File: src/rtl/lock_pkg.sv
// Shared types and constants for the lock-protected register front-end.
package lock_pkg;
  typedef enum logic [1:0] {
    IDLE,
    CHECK,
    WRITE,
    RESP
  } state_t;

  localparam int DATA_W = 16;

  localparam logic RESP_OK     = 1'b0;
  localparam logic RESP_DENIED = 1'b1;
endpackage

File: src/rtl/sat_counter.sv
// Saturating up-counter with asynchronous active-low clear.
module sat_counter #(
  parameter int W = 8
) (
  input  logic         Clk,
  input  logic         resetn,
  input  logic         inc,
  output logic [W-1:0] count
);
  always_ff @(posedge Clk or negedge resetn) begin
    if (!resetn) begin
      count <= '0;
    end else if (inc && (count != '1)) begin
      count <= count + W'(1);
    end
  end
endmodule

File: src/rtl/lock_write_sequencer.sv
// Request front-end: trust/lock policy, write strobe, response, violations.
module lock_write_sequencer #(
  parameter int DATA_W = lock_pkg::DATA_W,
  parameter int CNT_W  = 8
) (
  input  logic              Clk,
  input  logic              resetn,
  input  logic              req_valid,
  output logic              req_ready,
  input  logic [DATA_W-1:0] req_data,
  input  logic              req_trusted,
  input  logic              req_lock,
  output logic              wr_en,
  output logic [DATA_W-1:0] wr_data,
  output logic              lock_cmd,
  output logic              resp_valid,
  output logic              resp_err,
  output logic [CNT_W-1:0]  viol_count
);
  import lock_pkg::*;

  state_t            state_q, state_d;
  logic [DATA_W-1:0] data_q, data_d;
  logic              trusted_q, trusted_d;
  logic              lreq_q, lreq_d;
  logic              lock_q, lock_d;
  logic              err_q, err_d;
  logic              viol_inc;

  always_comb begin
    state_d   = state_q;
    data_d    = data_q;
    trusted_d = trusted_q;
    lreq_d    = lreq_q;
    lock_d    = lock_q;
    err_d     = err_q;
    viol_inc  = 1'b0;
    unique case (state_q)
      IDLE: begin
        if (req_valid && req_ready) begin
          data_d    = req_data;
          trusted_d = req_trusted;
          lreq_d    = req_lock;
          state_d   = CHECK;
        end
      end
      CHECK: begin
        if (lreq_q) begin
          lock_d  = 1'b1;
          err_d   = RESP_OK;
          state_d = RESP;
        end else if (!lock_q || trusted_q) begin
          state_d = WRITE;
        end else begin
          err_d    = RESP_DENIED;
          viol_inc = 1'b1;
          state_d  = RESP;
        end
      end
      WRITE: begin
        err_d   = RESP_OK;
        state_d = RESP;
      end
      RESP: begin
        state_d = IDLE;
      end
      default: state_d = IDLE;
    endcase
  end

  // Outputs are registered from the next state so they line up with it.
  always_ff @(posedge Clk or negedge resetn) begin
    if (!resetn) begin
      state_q    <= IDLE;
      data_q     <= '0;
      trusted_q  <= 1'b0;
      lreq_q     <= 1'b0;
      lock_q     <= 1'b0;
      err_q      <= RESP_OK;
      req_ready  <= 1'b0;
      wr_en      <= 1'b0;
      wr_data    <= '0;
      resp_valid <= 1'b0;
      resp_err   <= 1'b0;
    end else begin
      state_q    <= state_d;
      data_q     <= data_d;
      trusted_q  <= trusted_d;
      lreq_q     <= lreq_d;
      lock_q     <= lock_d;
      err_q      <= err_d;
      req_ready  <= (state_d == IDLE);
      wr_en      <= (state_d == WRITE);
      if (state_d == WRITE) begin
        wr_data <= data_q;
      end
      resp_valid <= (state_d == RESP);
      resp_err   <= (state_d == RESP) ? err_d : RESP_OK;
    end
  end

  assign lock_cmd = lock_q;

  sat_counter #(
    .W(CNT_W)
  ) u_viol (
    .Clk   (Clk),
    .resetn(resetn),
    .inc   (viol_inc),
    .count (viol_count)
  );
endmodule

File: config.mk
export PLATFORM = sky130hd
export DESIGN_NAME = lock_write_sequencer
export DESIGN_NICKNAME = d
export VERILOG_FILES = /design/src/rtl/lock_pkg.sv /design/src/rtl/sat_counter.sv /design/src/rtl/lock_write_sequencer.sv
export SDC_FILE = /design/constraint.sdc
export NUM_CORES = 1
export LEC_CHECK = 0
export ABC_AREA = 1
export ABC_CLOCK_PERIOD_IN_PS = 3200
export CAP_MARGIN = 20
export CORE_MARGIN = 4
export CORE_UTILIZATION = 54
export DETAILED_ROUTE_END_ITERATION = 10
export PLACE_DENSITY_LB_ADDON = 0.12
export SLEW_MARGIN = 20
export SYNTH_ARGS = -nofsm -noshare
export SYNTH_HDL_FRONTEND = slang
export SYNTH_HIERARCHICAL = 1
export SYNTH_SLANG_ARGS = --single-unit
File: constraint.sdc
create_clock -name Clk -period 3.2 [get_ports Clk]
set_input_delay 0.48 -clock Clk [delete_from_list [all_inputs] [get_ports Clk]]
set_output_delay 0.48 -clock Clk [all_outputs]
set_load 0.05 [all_outputs]
==> flow_metrics.tcl <==
set metrics [dict create \
    syn_avg_cell_area_sq_um 10.4 \
    synth_warnings 6 \
    synthAdderAreaFrac_pct 2.23 \
    drt_iter0_drc 53 \
    synth_largest_area_cell "dfrtp_1" \
    yosys-top-cells-area "dfrtp_1, nand2_1, mux2_2" \
    post_cts_resized 0 \
    dieHeight_um 72.5 \
    rsz0062_at_grt "no" \
    cts_root_buffer "clkbuf_8" \
    cp_data_arrival_time_ps 1600 \
    period_needed_ps 2080 \
    holdBufCountCts 0 \
    setup_viol 0 \
    grt-ovfl-total 0 \
    synth_area_sq_um 2240 \
    cts_sinks 50 \
    r2r_cells 9 \
    grt_pass1_vias 1648 \
    syn-num-nets 240 \
    ant_nets 0 \
    synth.distinct_cells 27 \
    critical_path.max_fanout 6 \
    post-dp-hpwl_mm 3.06 \
    avgRoutedWirePerCell_um 13.2 \
    mostFrequentLayoutCell "nand2_1" \
    start_kind "flip-flop" \
    num-nets-final 292 \
    required_ps 2720 \
    crit_slowest_cell "clkdlybuf4s50_1" \
    drt-pass1-iter-count 4 \
    powerDensity_nw_per_um2 1030 \
    worst_path_largest_cell_delay_ps 840 \
    power_leakage_nw 1.34 \
    synth_cells 215 \
    port_buffers 49 \
    tns_ps 0 \
    synth_top_family_by_area "simple AND/OR/NAND/NOR gates" \
    synth.area.mux_share_pct 8.03 \
    critical_path_depth 1 \
    yosys.area.top_type_share_pct 55.8 \
    synth.ff_latch_count 50 \
    maxSlewHeadroom_pct 43.6 \
    vias 1618 \
    synth_xor_xnor_area_share_pct 0.781 \
    layout-drive-gt1-share_pct 16.0 \
    fin_crit_sh_pct 65.1 \
    crit_buf_inv 1 \
    area_growth_pct 26.3 \
    crit_family "buffers and inverters" \
    final_cell_area_sq_um 2830 \
    maxCapViolCount 0 \
    viasPerCell 5.09 \
    drv_slew 0 \
    post-place-ws_ps 964 \
    numCtsBuffers 5 \
    setup_ws_ps 1120 \
    max_freq_mhz 480 \
    clk_latency_ps 300 \
    peakVddDrop_uv 722 \
    synth-compound-area-share_pct 2.18 \
    postCtsSetupBuffers 0 \
    ios 50 \
    cts_tree "done" \
    hold_class "input pin to asynchronous set/reset pin" \
    cp_cell_sequence "clkdlybuf4s50_1" \
    num_antenna_cells 0 \
    cp-end-kind "output pin" \
    start_util_pct 56.1 \
    status "completed" \
    grt_max_degree 34 \
    finClkSkew_ps 6.76 \
    postPlaceCellArea_sq_um 2740 \
    die_area_sq_um 5250 \
    gp_congestion 0.790 \
    die-width_um 72.5 \
    coreArea_sq_um 4000 \
    rows 23 \
    wl_mm 4.20 \
    cts_max_level 2 \
    worst_pin_slew_ps 843 \
    cts.reportedPaths.clkPinSlew_ps 90 \
    crit_type "flip-flop to output pin" \
    yosysSeqAreaShare_pct 55.8 \
    cts_buffer_depth 2 \
    final_cell_mix "nand2_1, dfrtp_1, clkdlybuf4s50_1" \
    gr-usage-all-layers_pct 17.9 \
    grt_pass1_wl_mm 7.21 \
    yosys.area_share.simple_pct 24.9 \
    drc 0 \
    grt_antenna_before_repair 0 \
    hold_viol 0 \
]
[report_power, final]
| group | total [mW] | internal [mW] | switching, mW |
|---|---|---|---|
| Combinational | 1.51 | 0.521 | 0.986 |
| Clock | 0.366 | 0.175 | 0.191 |
| Sequential | 1.04 | 0.890 | 0.147 |
[stage by stage]
| stage | util [%] | hold WS, ps | total power, mW | cells |
|---|---|---|---|---|
| finish | 70.8 | 211 | 2.91 | 318 |
| global route | 70.8 | 257 | 3.11 | 318 |
| CTS | 70.8 | 233 | 2.94 | 318 |
| detailed placement | 68.6 | 458 | 2.56 | 310 |
| global placement | 68.6 | 455 | 2.52 | 310 |
| floorplan | - | 184 | 2.20 | 215 |
[final timing paths]
| path | startpoint | slack [ps] | end |
|---|---|---|---|
| max in group asynchronous | resetn | 2280 | resp_err$_DFF_PN0_ |
| worst max register to register | state_q[1]$_DFF_PN0_ | 1130 | u_viol/count[3]$_DFFE_PN0P_ |
| worst max-delay path | u_viol/count[2]$_DFFE_PN0P_ | 1120 | viol_count[2] |
| worst min-delay path | resetn | 210 | wr_data[10]$_DFFE_PN0N_ |
| min in group Clk | wr_data[13]$_DFFE_PN0N_ | 480 | wr_data[13]$_DFFE_PN0N_ |
| worst min register to register | wr_data[13]$_DFFE_PN0N_ | 480 | wr_data[13]$_DFFE_PN0N_ |
[synthesized netlist by cell type, drive strengths merged]
master  number
o21ai        2
nand3        4
xnor2        1
nand4       18
nand2       72
buf          5
ha           4
clkbuf       2
mux2        16
dfrtp       50
a21oi        4
nor2        15
xor2         1
nor3b        1
o21bai       1
inv         17
nor3         2
[cells by family after synthesis]
kind of cell	Yosys count
AND/OR/NAND/NOR	112
adder cells (fa/ha/maj)	4
buffers and inverters	24
XOR/XNOR	2
AO/OA/AOI/OAI	7
multiplexers	16
flip-flops	50
[metal layers]
metal  global-route usage (%)  vias to the layer above  wire (um)
met4                     5.33                        0         40
li1                         -                      799          -
met2                     32.0                       41       2170
met5                        0                        -          0
met1                     20.8                      774       1780
met3                     5.12                        4        217
[flip-flops by register name, summed over array words and instances (netlist names), 2 cells and up]
signal,count
wr_data,16
data_q,16
state_q,2
u_viol/count,8
[cell type report]
class,instances,area (sq um)
Sequential cell,50,1250
Fill cell,317,1170
Multi-Input combinational cell,141,855
Timing Repair Buffer,52,508
Clock buffer,7,86.3
Inverter,17,66.3
Tap cell,50,62.6
Clock inverter,1,5.00
Power figures use the tool's default switching activity.
